**config.mk**
```make
export PLATFORM = sky130hd
export DESIGN_NAME = pipeline_acc_mc_flat
export DESIGN_NICKNAME = d
export VERILOG_FILES = /design/src/rtl/pipeline_acc_mc_if.sv /design/src/rtl/pipeline_acc_mc.sv /design/src/flat_wrapper.sv
export SDC_FILE = /design/constraint.sdc
export NUM_CORES = 1
export LEC_CHECK = 0
export BUFFER_PORTS_ARGS = -buffer_cell sky130_fd_sc_hd__buf_2
export CORE_MARGIN = 10
export CORE_UTILIZATION = 64
export DETAILED_ROUTE_END_ITERATION = 16
export PLACE_DENSITY = 0.84
export SYNTH_ARGS = -nofsm -noshare
export SYNTH_HDL_FRONTEND = slang
export SYNTH_SLANG_ARGS = --single-unit
```
**constraint.sdc**
```tcl
create_clock -name I_clk -period 11.4 [get_ports I_clk]
set_input_delay 2.28 -clock I_clk [delete_from_list [all_inputs] [get_ports I_clk]]
set_output_delay 2.28 -clock I_clk [all_outputs]
set_load 0.02 [all_outputs]
```
**src/rtl/pipeline_acc_mc_if.sv**
```systemverilog
// Operand/result bundle for the multi-lane pipelined accumulator.
// The master drives the control and operand stream, and the slave returns the results.
interface pipeline_acc_mc_if #(
    parameter int C_CH  = 4,
    parameter int C_CNT = 8,
    parameter int C_IN1 = 12,
    parameter int C_OUT = 20
);
    logic [C_CNT-1:0]       I_cnt_boundary;
    logic                   I_op_en;
    logic                   I_op_rdy;
    logic [C_CH*C_IN1-1:0]  I_operand;
    logic                   O_result_first_flag;
    logic                   O_result_rdy_pre;
    logic                   O_result_vld;
    logic [C_CH*C_OUT-1:0]  O_result;
    logic [C_CH-1:0]        O_result_sat;

    modport master (
        output I_cnt_boundary, I_op_en, I_op_rdy, I_operand,
        input  O_result_first_flag, O_result_rdy_pre, O_result_vld, O_result, O_result_sat
    );

    modport slave (
        input  I_cnt_boundary, I_op_en, I_op_rdy, I_operand,
        output O_result_first_flag, O_result_rdy_pre, O_result_vld, O_result, O_result_sat
    );
endinterface

```
**src/rtl/pipeline_acc_mc.sv**
```systemverilog
// Multi-lane group accumulator. Each result appears at a fixed latency, and an early-ready strobe precedes it.
// Define PIPELINE_ACC_MC_SAT_EN for saturating lanes with sticky flags. By default the lanes wrap.
module pipeline_acc_mc #(
    parameter int C_CH  = 4,
    parameter int C_CNT = 8,
    parameter int C_IN1 = 12,
    parameter int C_OUT = 20,
    parameter int C_LAT = 6,
    parameter int C_PRE = 4
) (
    input  logic             I_clk,
    input  logic             I_rst,
    pipeline_acc_mc_if.slave bus
);
    localparam int C_DEPTH = C_LAT - 1;
`ifdef PIPELINE_ACC_MC_SAT_EN
    localparam int C_W = C_OUT + 1;
`else
    localparam int C_W = C_OUT;
`endif

    logic [C_CNT-1:0]        eff_bnd;
    logic [C_CNT-1:0]        cnt;
    logic                    op_en_d;
    logic                    first_pend;
    logic signed [C_OUT-1:0] acc     [C_CH];
    logic signed [C_OUT-1:0] acc_nxt [C_CH];
    logic signed [C_W-1:0]   base    [C_CH];
    logic signed [C_W-1:0]   op_ext  [C_CH];
    logic signed [C_W-1:0]   wide    [C_CH];
    logic [C_CH*C_OUT-1:0]   sum_flat;
    logic                    acc_en;
    logic                    last;
    logic                    group_first;

    logic                    vld_pipe   [C_DEPTH];
    logic                    first_pipe [C_DEPTH];
    logic [C_CH*C_OUT-1:0]   data_pipe  [C_DEPTH];
`ifdef PIPELINE_ACC_MC_SAT_EN
    logic [C_CH-1:0]         sat_acc;
    logic [C_CH-1:0]         sat_nxt;
    logic [C_CH-1:0]         sat_pipe   [C_DEPTH];
`endif

    assign acc_en      = bus.I_op_en & bus.I_op_rdy;
    assign last        = acc_en & (cnt == (eff_bnd - C_CNT'(1)));
    assign group_first = first_pend | (bus.I_op_en & ~op_en_d);

    // The next lane value is also the value that enters the delay line when a group completes.
    always_comb begin
        sum_flat = '0;
`ifdef PIPELINE_ACC_MC_SAT_EN
        sat_nxt = '0;
`endif
        for (int k = 0; k < C_CH; k++) begin
            op_ext[k]  = C_W'($signed(bus.I_operand[k*C_IN1 +: C_IN1]));
            base[k]    = (cnt == '0) ? '0 : C_W'(acc[k]);
            wide[k]    = base[k] + op_ext[k];
            acc_nxt[k] = wide[k][C_OUT-1:0];
`ifdef PIPELINE_ACC_MC_SAT_EN
            if (wide[k][C_OUT] != wide[k][C_OUT-1]) begin
                acc_nxt[k] = wide[k][C_OUT] ? {1'b1, {(C_OUT-1){1'b0}}} : {1'b0, {(C_OUT-1){1'b1}}};
                sat_nxt[k] = 1'b1;
            end else begin
                sat_nxt[k] = (cnt != '0) & sat_acc[k];
            end
`endif
            sum_flat[k*C_OUT +: C_OUT] = acc_nxt[k];
        end
    end

    // Dropping the enable discards any partial group and re-latches the group length.
    always_ff @(posedge I_clk) begin
        if (I_rst) begin
            eff_bnd    <= C_CNT'(1);
            cnt        <= '0;
            op_en_d    <= 1'b0;
            first_pend <= 1'b0;
            for (int k = 0; k < C_CH; k++) acc[k] <= '0;
`ifdef PIPELINE_ACC_MC_SAT_EN
            sat_acc    <= '0;
`endif
        end else begin
            op_en_d <= bus.I_op_en;
            if (!bus.I_op_en) begin
                eff_bnd    <= (bus.I_cnt_boundary == '0) ? C_CNT'(1) : bus.I_cnt_boundary;
                cnt        <= '0;
                first_pend <= 1'b0;
                for (int k = 0; k < C_CH; k++) acc[k] <= '0;
`ifdef PIPELINE_ACC_MC_SAT_EN
                sat_acc    <= '0;
`endif
            end else begin
                if (!op_en_d) first_pend <= 1'b1;
                if (acc_en) begin
                    cnt <= last ? '0 : cnt + 1'b1;
                    for (int k = 0; k < C_CH; k++) acc[k] <= acc_nxt[k];
`ifdef PIPELINE_ACC_MC_SAT_EN
                    sat_acc <= sat_nxt;
`endif
                    if (last) first_pend <= 1'b0;
                end
            end
        end
    end

    // Fixed-latency delay line. Entry j holds the groups that completed j+1 clocks earlier.
    always_ff @(posedge I_clk) begin
        if (I_rst) begin
            for (int j = 0; j < C_DEPTH; j++) begin
                vld_pipe[j]   <= 1'b0;
                first_pipe[j] <= 1'b0;
                data_pipe[j]  <= '0;
`ifdef PIPELINE_ACC_MC_SAT_EN
                sat_pipe[j]   <= '0;
`endif
            end
            bus.O_result_vld        <= 1'b0;
            bus.O_result_first_flag <= 1'b0;
            bus.O_result            <= '0;
        end else begin
            vld_pipe[0]   <= last;
            first_pipe[0] <= last & group_first;
            data_pipe[0]  <= sum_flat;
`ifdef PIPELINE_ACC_MC_SAT_EN
            sat_pipe[0]   <= last ? sat_nxt : '0;
`endif
            for (int j = 1; j < C_DEPTH; j++) begin
                vld_pipe[j]   <= vld_pipe[j-1];
                first_pipe[j] <= first_pipe[j-1];
                data_pipe[j]  <= data_pipe[j-1];
`ifdef PIPELINE_ACC_MC_SAT_EN
                sat_pipe[j]   <= sat_pipe[j-1];
`endif
            end
            bus.O_result_vld        <= vld_pipe[C_DEPTH-1];
            bus.O_result_first_flag <= vld_pipe[C_DEPTH-1] & first_pipe[C_DEPTH-1];
            if (vld_pipe[C_DEPTH-1]) bus.O_result <= data_pipe[C_DEPTH-1];
        end
    end

`ifdef PIPELINE_ACC_MC_SAT_EN
    always_ff @(posedge I_clk) begin
        if (I_rst) bus.O_result_sat <= '0;
        else       bus.O_result_sat <= vld_pipe[C_DEPTH-1] ? sat_pipe[C_DEPTH-1] : '0;
    end
`else
    assign bus.O_result_sat = '0;
`endif

    assign bus.O_result_rdy_pre = vld_pipe[C_LAT-C_PRE-1];
endmodule

```
**src/flat_wrapper.sv**
```systemverilog
// flat-port wrapper written by rule: the top's interface ports become plain ports
module pipeline_acc_mc_flat 
#(
    parameter int C_CH  = 4,
    parameter int C_CNT = 8,
    parameter int C_IN1 = 12,
    parameter int C_OUT = 20,
    parameter int C_LAT = 6,
    parameter int C_PRE = 4
)
  (I_clk, I_rst, bus_I_cnt_boundary, bus_I_op_en, bus_I_op_rdy, bus_I_operand, bus_O_result_first_flag, bus_O_result_rdy_pre, bus_O_result_vld, bus_O_result, bus_O_result_sat);
  pipeline_acc_mc_if #(.C_CH(C_CH), .C_CNT(C_CNT), .C_IN1(C_IN1), .C_OUT(C_OUT)) bus_i ();
  input  logic I_clk;
  input  logic I_rst;
  input wire logic [$bits(bus_i.I_cnt_boundary)-1:0] bus_I_cnt_boundary;
  input wire logic [$bits(bus_i.I_op_en)-1:0] bus_I_op_en;
  input wire logic [$bits(bus_i.I_op_rdy)-1:0] bus_I_op_rdy;
  input wire logic [$bits(bus_i.I_operand)-1:0] bus_I_operand;
  output wire logic [$bits(bus_i.O_result_first_flag)-1:0] bus_O_result_first_flag;
  output wire logic [$bits(bus_i.O_result_rdy_pre)-1:0] bus_O_result_rdy_pre;
  output wire logic [$bits(bus_i.O_result_vld)-1:0] bus_O_result_vld;
  output wire logic [$bits(bus_i.O_result)-1:0] bus_O_result;
  output wire logic [$bits(bus_i.O_result_sat)-1:0] bus_O_result_sat;
  assign bus_i.I_cnt_boundary = bus_I_cnt_boundary;
  assign bus_i.I_op_en = bus_I_op_en;
  assign bus_i.I_op_rdy = bus_I_op_rdy;
  assign bus_i.I_operand = bus_I_operand;
  assign bus_O_result_first_flag = bus_i.O_result_first_flag;
  assign bus_O_result_rdy_pre = bus_i.O_result_rdy_pre;
  assign bus_O_result_vld = bus_i.O_result_vld;
  assign bus_O_result = bus_i.O_result;
  assign bus_O_result_sat = bus_i.O_result_sat;
  pipeline_acc_mc #(.C_CH(C_CH), .C_CNT(C_CNT), .C_IN1(C_IN1), .C_OUT(C_OUT), .C_LAT(C_LAT), .C_PRE(C_PRE)) u_core (.I_clk(I_clk), .I_rst(I_rst), .bus(bus_i));
endmodule
```
==> metrics.yaml <==
post_cts_resized: 0
maxCapViolations: 0
crit_type: "in2reg"
final_cell_mix: "529 x dfxtp_1, 346 x nor2b_1, 211 x nor2_1, 141 x buf_2, 109 x and2_1"
cts_num_sinks: 590
async_flop_share_pct: 0
rows: 67
synth_cell_types: 72
end_kind: "flop"
synth_edf_count: 60
avgViaCountPerCell: 5.237
worst_clock_skew_ns: 0.01888
ys_ff_latch: 590
netlist_area_sq_um: 21920
dieHeight_um: 205.1
grt-ovfl-total: 0
drtIter0Drc: 839
post_cts_buffers: 0
fmax_ghz: 0.1930
cts-buffers-inserted: 55
worstPathRequired_ns: 11.87
wl_per_cell_um: 16.17
final_common_cell: "dfxtp_1"
power_frac_seq_pct: 52.3
ys_seq_area_share_pct: 56.63
hpwl_um: 28560
vdd_drop_max_mv: 0.1172
coreArea_sq_um: 33700
drtAntennaViolNets: 0
sw_frac_of_total_pct: 21.92
internal_power_w: 0.003243
grt_max_degree: 144
reg2regPathDepth: 16
initial_core_util_pct: 65.04
synth-main-ff-cell: "dfxtp_1"
die_width_um: 205.1
syn_to_final_growth_pct: 12.79
routabilityCongestion: 0.9332
hold_class: "reg2reg"
finalSetupViolCount: 0
cts_buffer_depth: 3
worstPathMaxFanout: 143
p_switching_w: 0.0009104
drive_above_1_share_pct: 12.03
relSlewSlack_pct: 22.27
antenna_cells: 0
drt-pass1-iter-count: 6
rsz0062_at_grt: "no"
ios: 147
final_util_pct: 73.35
postSynthAreaPerCell_sq_um: 10.59
worst_pin_slew_ns: 1.166
status: "complete, no violations"
insertion_delay_ns: 0.59
die_area_sq_um: 42050
grt_antenna_before_repair: 2
ys_warn_count: 0
port_buffers: 142
worstReg2RegStart: "u_core.cnt[0]"
rr_endpoint: "u_core.data_pipe[0][58]"
clkTransAtPathRegs_ns: 0.06
fin_crit_sh_pct: 45.46
setup_tns_ns: 0
grt.total_usage_pct: 20.17
totalWireLength_um: 43260
power.leakage_nw: 10.59
cts.htree.levels: 2
finalWorstSetupSlack_ns: 6.218
cp-start-kind: "input pin"
crit_arrival_ns: 5.66
crit_end: "u_core.bus.O_result_first_flag"
pre_cts_ws_ns: 5.618
vias: 14010
first_global_vias: 13890
drc: 0
finalHoldViolations: 0
pwr-share-comb_pct: 4.7
postCtsHoldBufs: 0
pwr-share-clk_pct: 43.0
synth_cells: 2070
fin_crit_ns: 5.182
cts-root-buf: "clkbuf_16"
layout.nets: 2324
tritoncts: "yes"
startpoint: "I_rst"
slew_viol_final: 0
reg2reg_setup_slack_ns: 6.78
powerDensity_nw_per_um2: 168.0
grt_pass1_wl_um: 70440
-- synthesized netlist by cell type (3+ instances only) --
library cell / instances / area [sq um]
nor3_1: 25 / 125.1
o2111ai_1: 3 / 26.28
nor2_1: 211 / 792.0
buf_4: 4 / 30.03
o21bai_1: 8 / 60.06
a21o_1: 46 / 345.3
nand4_1: 13 / 81.33
nor3b_1: 8 / 60.06
xor2_1: 31 / 271.5
and3_1: 23 / 143.9
nor4b_1: 4 / 35.03
dfxtp_1: 530 / 10610
nand3_1: 25 / 125.1
o311ai_0: 4 / 35.03
nor2b_1: 346 / 2165
and4_1: 6 / 52.55
a21oi_1: 68 / 340.3
edfxtp_1: 60 / 1802
a221oi_1: 3 / 26.28
o21a_1: 16 / 120.1
o211ai_1: 4 / 30.03
ha_1: 79 / 988.5
o21ai_0: 33 / 165.2
buf_1: 15 / 56.30
xnor2_1: 47 / 411.6
or3_1: 4 / 25.02
nand2b_1: 4 / 25.02
nor4_1: 8 / 50.05
a31oi_1: 11 / 68.82
mux2i_1: 94 / 940.9
and2_1: 109 / 681.9
fa_1: 4 / 80.08
inv_1: 34 / 127.6
a211oi_1: 8 / 60.06
nand2_1: 56 / 210.2
clkbuf_1: 75 / 281.5
nand3b_1: 3 / 22.52
buf_2: 6 / 30.03
-- layer usage --
metal | track usage (%) | share of wire, % | vias up
met4 | 5.146 | 1.6 | 2
li1 | - | - | 7118
met5 | 0 | 0.030 | -
met2 | 32.34 | 46 | 325
met3 | 4.170 | 5.6 | 56
met1 | 27.37 | 47 | 6508
-- flip-flops by register name, summed over array words and instances (netlist names) --
name and count:
u_core.data_pipe 400, u_core.cnt 8, u_core.vld_pipe 5, u_core.eff_bnd 8, u_core.first_pipe 5, u_core.op_en_d 1
u_core.first_pend 1, u_core.bus.O_result 80, u_core.bus.O_result_first_flag 1, u_core.acc 80, u_core.bus.O_result_vld 1
-- power groups by stage --
stage	Clock (W)	Sequential (W)	Combinational (W)
floorplan	0	0.00221	0.000141
CTS	0.00182	0.00217	0.000193
global route	0.00190	0.00218	0.000215
detailed placement	0	0.00222	0.000191
finish	0.00179	0.00217	0.000194
global placement	0	0.00222	0.000185
-- metrics by stage --
step / total power, W / hold WS (ns) / cells / cell area [sq um]
finish: 0.004154 / 0.4248 / 2675 / 24720
global route: 0.004294 / 0.4422 / 2675 / 24720
CTS: 0.004189 / 0.4300 / 2675 / 24720
detailed placement: 0.002408 / 0.4204 / 2572 / 22890
global placement: 0.002401 / 0.4183 / 2572 / 22890
floorplan: 0.002351 / 0.4057 / 2073 / 21930
-- worst max-delay path, cell delays in order --
cell and delay (ns):
buf_8 0.61, buf_4 0.69, buf_4 0.83, buf_4 0.81, nor2b_1 0.14, and2_1 0.20
-- area by class of cell --
type | count | area, sq um
clock inverter | 31 | 241.5
inverter | 35 | 131.4
multi-input combinational | 1348 | 8990
tap | 448 | 560.5
clock buffer | 72 | 1593
fill | 2304 | 8980
sequential | 590 | 12420
timing repair buffer | 151 | 788.3
-- worst min-delay path by stage --
stage / from / endpoint / slack [ns] / cells after the start
floorplan: u_core.first_pipe[0][4] / u_core.bus.O_result_first_flag / 0.41 / 1
global placement: u_core.vld_pipe[0][0] / u_core.vld_pipe[0][1] / 0.42 / 1
detailed placement: u_core.data_pipe[2][60] / u_core.data_pipe[3][60] / 0.42 / 1
CTS: u_core.data_pipe[2][60] / u_core.data_pipe[3][60] / 0.43 / 1
global route: u_core.data_pipe[2][26] / u_core.data_pipe[3][26] / 0.44 / 1
finish: u_core.data_pipe[2][24] / u_core.data_pipe[3][24] / 0.42 / 1
-- cells by family (layout without fill, tap and decap cells) --
kind of cell / Yosys count / after routing / share of synthesized area [%]
flip-flops: 590 / 590 / 56.63
AO/OA/AOI/OAI: 236 / 236 / 7.359
XOR/XNOR: 78 / 78 / 3.117
adder cells (fa/ha/maj): 83 / 83 / 4.875
buffers and inverters: 135 / 289 / 2.415
other: 1 / 4 / 0.01711
AND/OR/NAND/NOR: 852 / 852 / 21.24
multiplexers: 95 / 95 / 4.344
No activity file was read; power rests on OpenSTA's default activity.
